==> src/rtl/sha2_host_ctrl_pkg.sv <==
// Shared definitions for the SHA-2 host controller: engine control codes and FSM state encoding.
package sha2_host_ctrl_pkg;

  localparam logic [3:0] CTRL_IDLE  = 4'b0000;
  localparam logic [3:0] CTRL_RST   = 4'b0001;
  localparam logic [3:0] CTRL_LOAD  = 4'b0010;
  localparam logic [3:0] CTRL_START = 4'b0100;

  localparam int BLOCK_WORDS = 16;
  localparam int ADDR_W      = 5;

  typedef enum logic [3:0] {
    ST_IDLE,
    ST_INIT,
    ST_LOAD,
    ST_START,
    ST_WAIT,
    ST_REARM,
    ST_RADDR,
    ST_RDATA,
    ST_ERR
  } state_t;

  // Engine control word seen by the core in each state; REARM reuses LOAD so no core reset occurs between blocks.
  function automatic logic [3:0] ctrl_code(input state_t s);
    logic [3:0] c;
    c = CTRL_IDLE;
    case (s)
      ST_INIT:  c = CTRL_RST;
      ST_LOAD:  c = CTRL_LOAD;
      ST_START: c = CTRL_START;
      ST_REARM: c = CTRL_LOAD;
      ST_ERR:   c = CTRL_RST;
      default:  c = CTRL_IDLE;
    endcase
    return c;
  endfunction

endpackage

==> src/rtl/sha2_host_ctrl.sv <==
// Host-side sequencer for a SHA-2 core: streams 16-word blocks into the engine,
// starts each block, waits for completion and streams the digest words back out.
module sha2_host_ctrl
  import sha2_host_ctrl_pkg::*;
#(
  parameter int WIDTH     = 64,
  parameter int OUT_WORDS = 8,
  parameter int TIMEOUT   = 1023
) (
  input  logic              i_clk,
  input  logic              i_rst,
  input  logic              s_valid,
  output logic              s_ready,
  input  logic [WIDTH-1:0]  s_data,
  input  logic              s_last,
  output logic              m_valid,
  input  logic              m_ready,
  output logic [WIDTH-1:0]  m_data,
  output logic              m_last,
  output logic [3:0]        o_control,
  output logic [ADDR_W-1:0] o_add,
  output logic [WIDTH-1:0]  o_data,
  input  logic [WIDTH-1:0]  i_data_out,
  input  logic              i_end_op,
  output logic              o_busy,
  output logic              o_error
);

  localparam int TC_W = $clog2(TIMEOUT + 1);
  localparam logic [ADDR_W-1:0] K_LAST = ADDR_W'(OUT_WORDS - 1);
  localparam logic [TC_W-1:0]   TC_END = TC_W'(TIMEOUT - 1);

  state_t            state;
  logic [3:0]        wc;
  logic [ADDR_W-1:0] k;
  logic [TC_W-1:0]   tc;
  logic              bl;

  always_ff @(posedge i_clk) begin
    if (i_rst) begin
      state <= ST_IDLE;
      wc    <= '0;
      k     <= '0;
      tc    <= '0;
      bl    <= 1'b0;
    end else begin
      case (state)
        ST_IDLE: begin
          if (s_valid) state <= ST_INIT;
        end
        ST_INIT: begin
          wc    <= '0;
          bl    <= 1'b0;
          state <= ST_LOAD;
        end
        // A message must end exactly on a block boundary; an early s_last is fatal.
        ST_LOAD: begin
          if (s_valid) begin
            wc <= wc + 4'd1;
            if (wc == 4'd15) begin
              bl    <= s_last;
              state <= ST_START;
            end else if (s_last) begin
              state <= ST_ERR;
            end
          end
        end
        ST_START: begin
          tc    <= '0;
          state <= ST_WAIT;
        end
        ST_WAIT: begin
          tc <= tc + TC_W'(1);
          if (i_end_op) begin
            k     <= '0;
            state <= bl ? ST_RADDR : ST_REARM;
          end else if (tc == TC_END) begin
            state <= ST_ERR;
          end
        end
        ST_REARM: begin
          wc    <= '0;
          state <= ST_LOAD;
        end
        ST_RADDR: begin
          state <= ST_RDATA;
        end
        ST_RDATA: begin
          if (m_ready) begin
            if (k == K_LAST) begin
              k     <= '0;
              state <= ST_IDLE;
            end else begin
              k     <= k + ADDR_W'(1);
              state <= ST_RADDR;
            end
          end
        end
        ST_ERR: begin
          state <= ST_ERR;
        end
        default: begin
          state <= ST_IDLE;
        end
      endcase
    end
  end

  // Engine read data arrives one cycle after o_add, so o_add is held through RDATA to keep m_data stable.
  assign o_control = ctrl_code(state);
  assign s_ready   = (state == ST_LOAD);
  assign o_data    = (state == ST_LOAD) ? s_data : '0;
  assign o_add     = (state == ST_LOAD) ? {1'b0, wc} :
                     ((state == ST_RADDR) || (state == ST_RDATA)) ? k : '0;
  assign m_valid   = (state == ST_RDATA);
  assign m_data    = (state == ST_RDATA) ? i_data_out : '0;
  assign m_last    = (state == ST_RDATA) && (k == K_LAST);
  assign o_busy    = (state != ST_IDLE) && (state != ST_ERR);
  assign o_error   = (state == ST_ERR);

endmodule

==> config.mk <==
export PLATFORM = sky130hd
export DESIGN_NAME = sha2_host_ctrl
export DESIGN_NICKNAME = d
export VERILOG_FILES = /design/src/rtl/sha2_host_ctrl_pkg.sv /design/src/rtl/sha2_host_ctrl.sv
export SDC_FILE = /design/constraint.sdc
export NUM_CORES = 1
export LEC_CHECK = 0
export ABC_AREA = 1
export CORE_MARGIN = 8
export CORE_UTILIZATION = 29
export DETAILED_ROUTE_END_ITERATION = 8
export PLACE_DENSITY = 0.89
export SYNTH_ARGS = -nofsm -noshare
export SYNTH_HDL_FRONTEND = slang
export SYNTH_SLANG_ARGS = --single-unit
==> constraint.sdc <==
create_clock -name i_clk -period 1.8 [get_ports i_clk]
set_input_delay 0.36 -clock i_clk [delete_from_list [all_inputs] [get_ports i_clk]]
set_output_delay 0.36 -clock i_clk [all_outputs]
set_load 0.01 [all_outputs]
# Yosys cells after proc, flatten, opt, wreduce, memory -nomap -nowiden
# Index checks and enable logic that the tools add are counted.
# W data, S select, Z words.
[op_classes] n_reduce_logical=16 n_mux=25 n_addsub=3 eq_ne=19
[ops] cell="$mux W64" n=2
[ops] cell="$mux W4" n=8
[ops] cell="$pmux W4 S8" n=1
[ops] cell="$mux W5" n=5
[ops] cell="$pmux W10 S2" n=1
[ops] cell="$eq A4 B3 Y1 const B" n=4
[ops] cell="$add A10 B1 Y10 const B" n=1
[ops] cell="$eq A10 B10 Y1 const B" n=1
[ops] cell="$pmux W5 S2" n=1
[ops] cell="$pmux W3 S3" n=1
[ops] cell="$eq A4 B2 Y1 const B" n=2
[ops] cell="$eq A4 B4 Y1 const B" n=2
[ops] cell="$pmux W4 S2" n=1
[ops] cell="$reduce_bool A2 Y1" n=4
[ops] cell="$ne A2 B2 Y1 const B" n=3
[ops] cell="$reduce_and A3 Y1" n=2
[ops] cell="$reduce_or A2 Y1" n=3
[ops] cell="$add A5 B1 Y5 const B" n=1
[ops] cell="$eq A5 B3 Y1 const B" n=1
[ops] cell="$reduce_and A5 Y1" n=1
[ops] cell="$add A4 B1 Y4 const B" n=1
[ops] cell="$eq A4 B1 Y1 const B" n=1
[ops] cell="$logic_not A4 Y1" n=1
[ops] cell="$ne A2 B1 Y1 const B" n=2
[ops] cell="other kinds (11)" n=13
[word_totals] out_inout_bits=142 register_bits=24 elab_cells=68 in_bits=134

# Logic depth before layout (Yosys ltp)
[depth] word_depth=4 ltp_mapped=10 depth_no_buf=10

# Least setup slack after synthesis
# OpenSTA, ideal clock, no wires.
[synth_timing] kind="flip-flop to output port" from="reg state[3]" to="out o_data[54]" required_ns=1.440 slack_ns=0.188 stages_incl_launch_ff=6 t_arrival_ns=1.252 path_buffers=2 cell_sequence="dfxtp_1 nor2_1 nand2_2 buf_2 buf_2 nor2_1"
[synth_via] elab_chain_len=2
[synth_rtl] element="start, declared" line="sha2_host_ctrl.sv:33" text="state_t state;"
[synth_rtl] element="start signal, assigned" line="sha2_host_ctrl.sv:76" text="state <= bl ? ST_RADDR : ST_REARM;"
[synth_rtl] element="$eq A4 B2 Y1" line="sha2_host_ctrl.sv:112" text="assign o_data = (state == ST_LOAD) ? s_data : '0;"
[synth_rtl] element="$mux W64" line="sha2_host_ctrl.sv:112"
[synth_rtl] element="end, declared" line="sha2_host_ctrl.sv:22" text="output logic [WIDTH-1:0] o_data,"
# Every way passes these cells.

# Final worst setup path
[layout_timing] from="reg state[2]" to="out o_data[41]"
# The elaborated chain is that of the path after synthesis.

==> summary.md <==
| Metric | Value |
|---|---|
| Sw frac | `0.4675` |
| Hold Crit Class | `register to register` |
| Required @ worst endpoint | `1.44 ns` |
| Hold-fix buffers, CTS | `0` |
| CTS tree | `yes` |
| Seq/Total Area, Yosys | `0.1921` |
| Clock power share | `0.093` |
| Fin crit period | `1.819 ns` |
| Site Rows | `34` |
| Core Area | `8551 sq um` |
| Sw power | `1.875 mW` |
| GRT Total Usage | `0.1992` |
| Initial Util | `0.2925` |
| Gr ovfl total | `0` |
| Crit-path max FO | `17` |
| CP startpoint kind | `register` |
| Skew final | `0.004876 ns` |
| Final Hold Fails | `0` |
| Clock buffer depth | `2` |
| Die ar. | `11850 sq um` |
| Die height | `108.9 um` |
| Vias post-DR | `3799` |
| Overall Power | `4.011 mW` |
| Most common flop cell mapped by yosys | `dfxtp_1` |
| N_diodes | `0` |
| Clock Latency Late Sink | `0.27 ns` |
| Share of cells above drive strength 1 | `0.3233` |
| DP Area | `5539 sq um` |
| R2R cell count | `8` |
| Setup TNS | `-0.01928 ns` |
| Final setup violation count | `1` |
| Wirelength per Cell | `14.91 um` |
| Reg clk slew, reported paths | `0.08 ns` |
| Post-synth net total | `646` |
| Post-Syn Area | `2501 sq um` |
| Antenna-violating nets left | `0` |
| Slack of the critical path | `-0.01928 ns` |
| EDFF count, synth | `0` |
| Vias in the first global route | `3611` |
| Die width | `108.9 um` |
| Cells after Synth | `508` |
| Final GP Congestion | `0.8507` |
| Run status | `finished with violations` |
| Mean Syn Cell Area | `4.924 sq um` |
| CP arrival | `1.46 ns` |
| Final Cell Area | `5339 sq um` |
| Most frequent cells in the layout | `inv_1 (160), clkdlybuf4s50_1 (133), buf_2 (124)` |
| Int Power | `2.136 mW` |
| CP Capture Type | `output pin` |
| First-pass detailed-route iteration total | `4` |
| Placed Cells | `898` |
| Hold path depth | `2` |
| Syn-to-layout area delta | `113.5%` |
| IO buf count | `274` |
| Synth Register Bits | `24` |
| Ys async rst share | `0` |
| Register share of total power | `0.168` |
| RSZ-0062 raised after global routing | `true` |
| Fmax | `0.5497 GHz` |
| H-tree Lvls | `1` |
| CTS root buf | `clkbuf_8` |
| WS Path Type | `register to output pin` |
| I/O pins | `276` |
| Synth cell types | `29` |
| Initial antenna violation count | `0` |
| TritonCTS Buffers | `3` |
| Crit share post-route | `1.011` |
| Non-Filler Instances | `909` |
| P per Cell Area | `751.4 nW/um^2` |
| Starting DRT DRC Count | `209` |
| Leak | `3.130 nW` |
| Final slew viol count | `0` |
| Final nets | `940` |
| Via density per instance | `4.179` |
| Dpl ws | `-0.1640 ns` |
| Comb pwr share | `0.739` |
| Number of clock sinks | `24` |
| Commonest non-fill, non-tap cell in the layout | `inv_1` |
| Pin count of the biggest net entering global routing | `35` |
| First-pass GRT wire length | `18930 um` |
| Failing checks | `setup timing` |
| Post-route DRC | `0` |
| Final wirelength | `13550 um` |
| Peak supply drop | `402.8 uV` |
| Dpl hpwl | `10990 um` |
| YS warnings | `0` |
| # Max-Cap Violations | `0` |
-- synthesized netlist by cell type (4+ instances only) --
cell type  instances  share of area
ha_1               4          0.020
buf_1              5         0.0075
buf_2              8          0.016
a21oi_1           16          0.032
nor3_1             6          0.012
dfxtp_1           24           0.19
inv_2              6         0.0090
nand3_1           22          0.044
nor2_2             5          0.013
nand2_1           58          0.087
nor2_1           160           0.24
inv_1            161           0.24
o22ai_1            4          0.010
o21ai_0            6          0.012
-- cell type report --
type                    count  area, sq um
fillers                   837         3212
clock buffers               4        55.05
inverters                 167        626.9
well taps                 108        135.1
repair buffers            306         2457
flip-flops and latches     24        488.0
multi-input cells         300         1577
-- final timing paths --
check	startpoint	endpoint	slack, ns
max reg2reg	state[0]	k[0]	0.23
min reg2reg	tc[6]	tc[6]	0.48
max	state[2]	o_data[41]	-0.02
min	tc[6]	tc[6]	0.48
-- routing by layer --
layer | track usage | vias up | part of all wire
met5 | 0 | - | 0
met4 | 0.02639 | 0 | 0.010
met3 | 0.04965 | 14 | 0.056
met2 | 0.3830 | 84 | 0.56
met1 | 0.2177 | 1687 | 0.37
li1 | - | 2014 | -
-- worst max-delay path, cell delays in order (launching register included) --
cell       delay, ns
dfxtp_2         0.34
buf_6           0.12
nor2_4          0.14
nand2_8         0.12
clkbuf_16       0.20
nor2_1          0.11
buf_2           0.15
-- timing repair --
action,in CTS,in global routing
buffers inserted,5,0
gates resized for setup,547,95
gates cloned,1,2
pin swaps,3,4
setup endpoints to repair,141,130
-- logic make-up (layout without fill, tap and decap cells) --
group,Yosys count,in the layout,synth area share
AND/OR/NAND/NOR,261,261,0.4237
XOR/XNOR,1,1,0.003502
flip-flops,24,24,0.1921
other,1,1,0.001499
AO/OA/AOI/OAI,33,33,0.07754
buffers and inverters,184,477,0.2816
adder cells (fa/ha/maj),4,4,0.02001
-- registers in the layout, indices dropped and copies added, names as in the netlist --
signal	count
k	5
wc	4
bl	1
state	4
tc	10
-- power groups by stage --
stage               Clock [mW]  Sequential (mW)  Combinational (mW)
floorplan                    0            0.659                1.21
global placement             0            0.654                2.88
detailed placement           0            0.657                2.91
CTS                      0.383            0.662                2.65
global route             0.406            0.677                3.21
finish                   0.373            0.673                2.97
-- per-stage QoR --
step / utilization / hold slack, ns
2_1_floorplan: - / 0.4519
3_3_place_gp: 0.6478 / 0.4685
3_5_place_dp: 0.6478 / 0.4768
4_1_cts: 0.5935 / 0.4895
5_1_grt: 0.6244 / 0.5213
6_report: 0.6244 / 0.4820
Power figures use the tool's default switching activity.
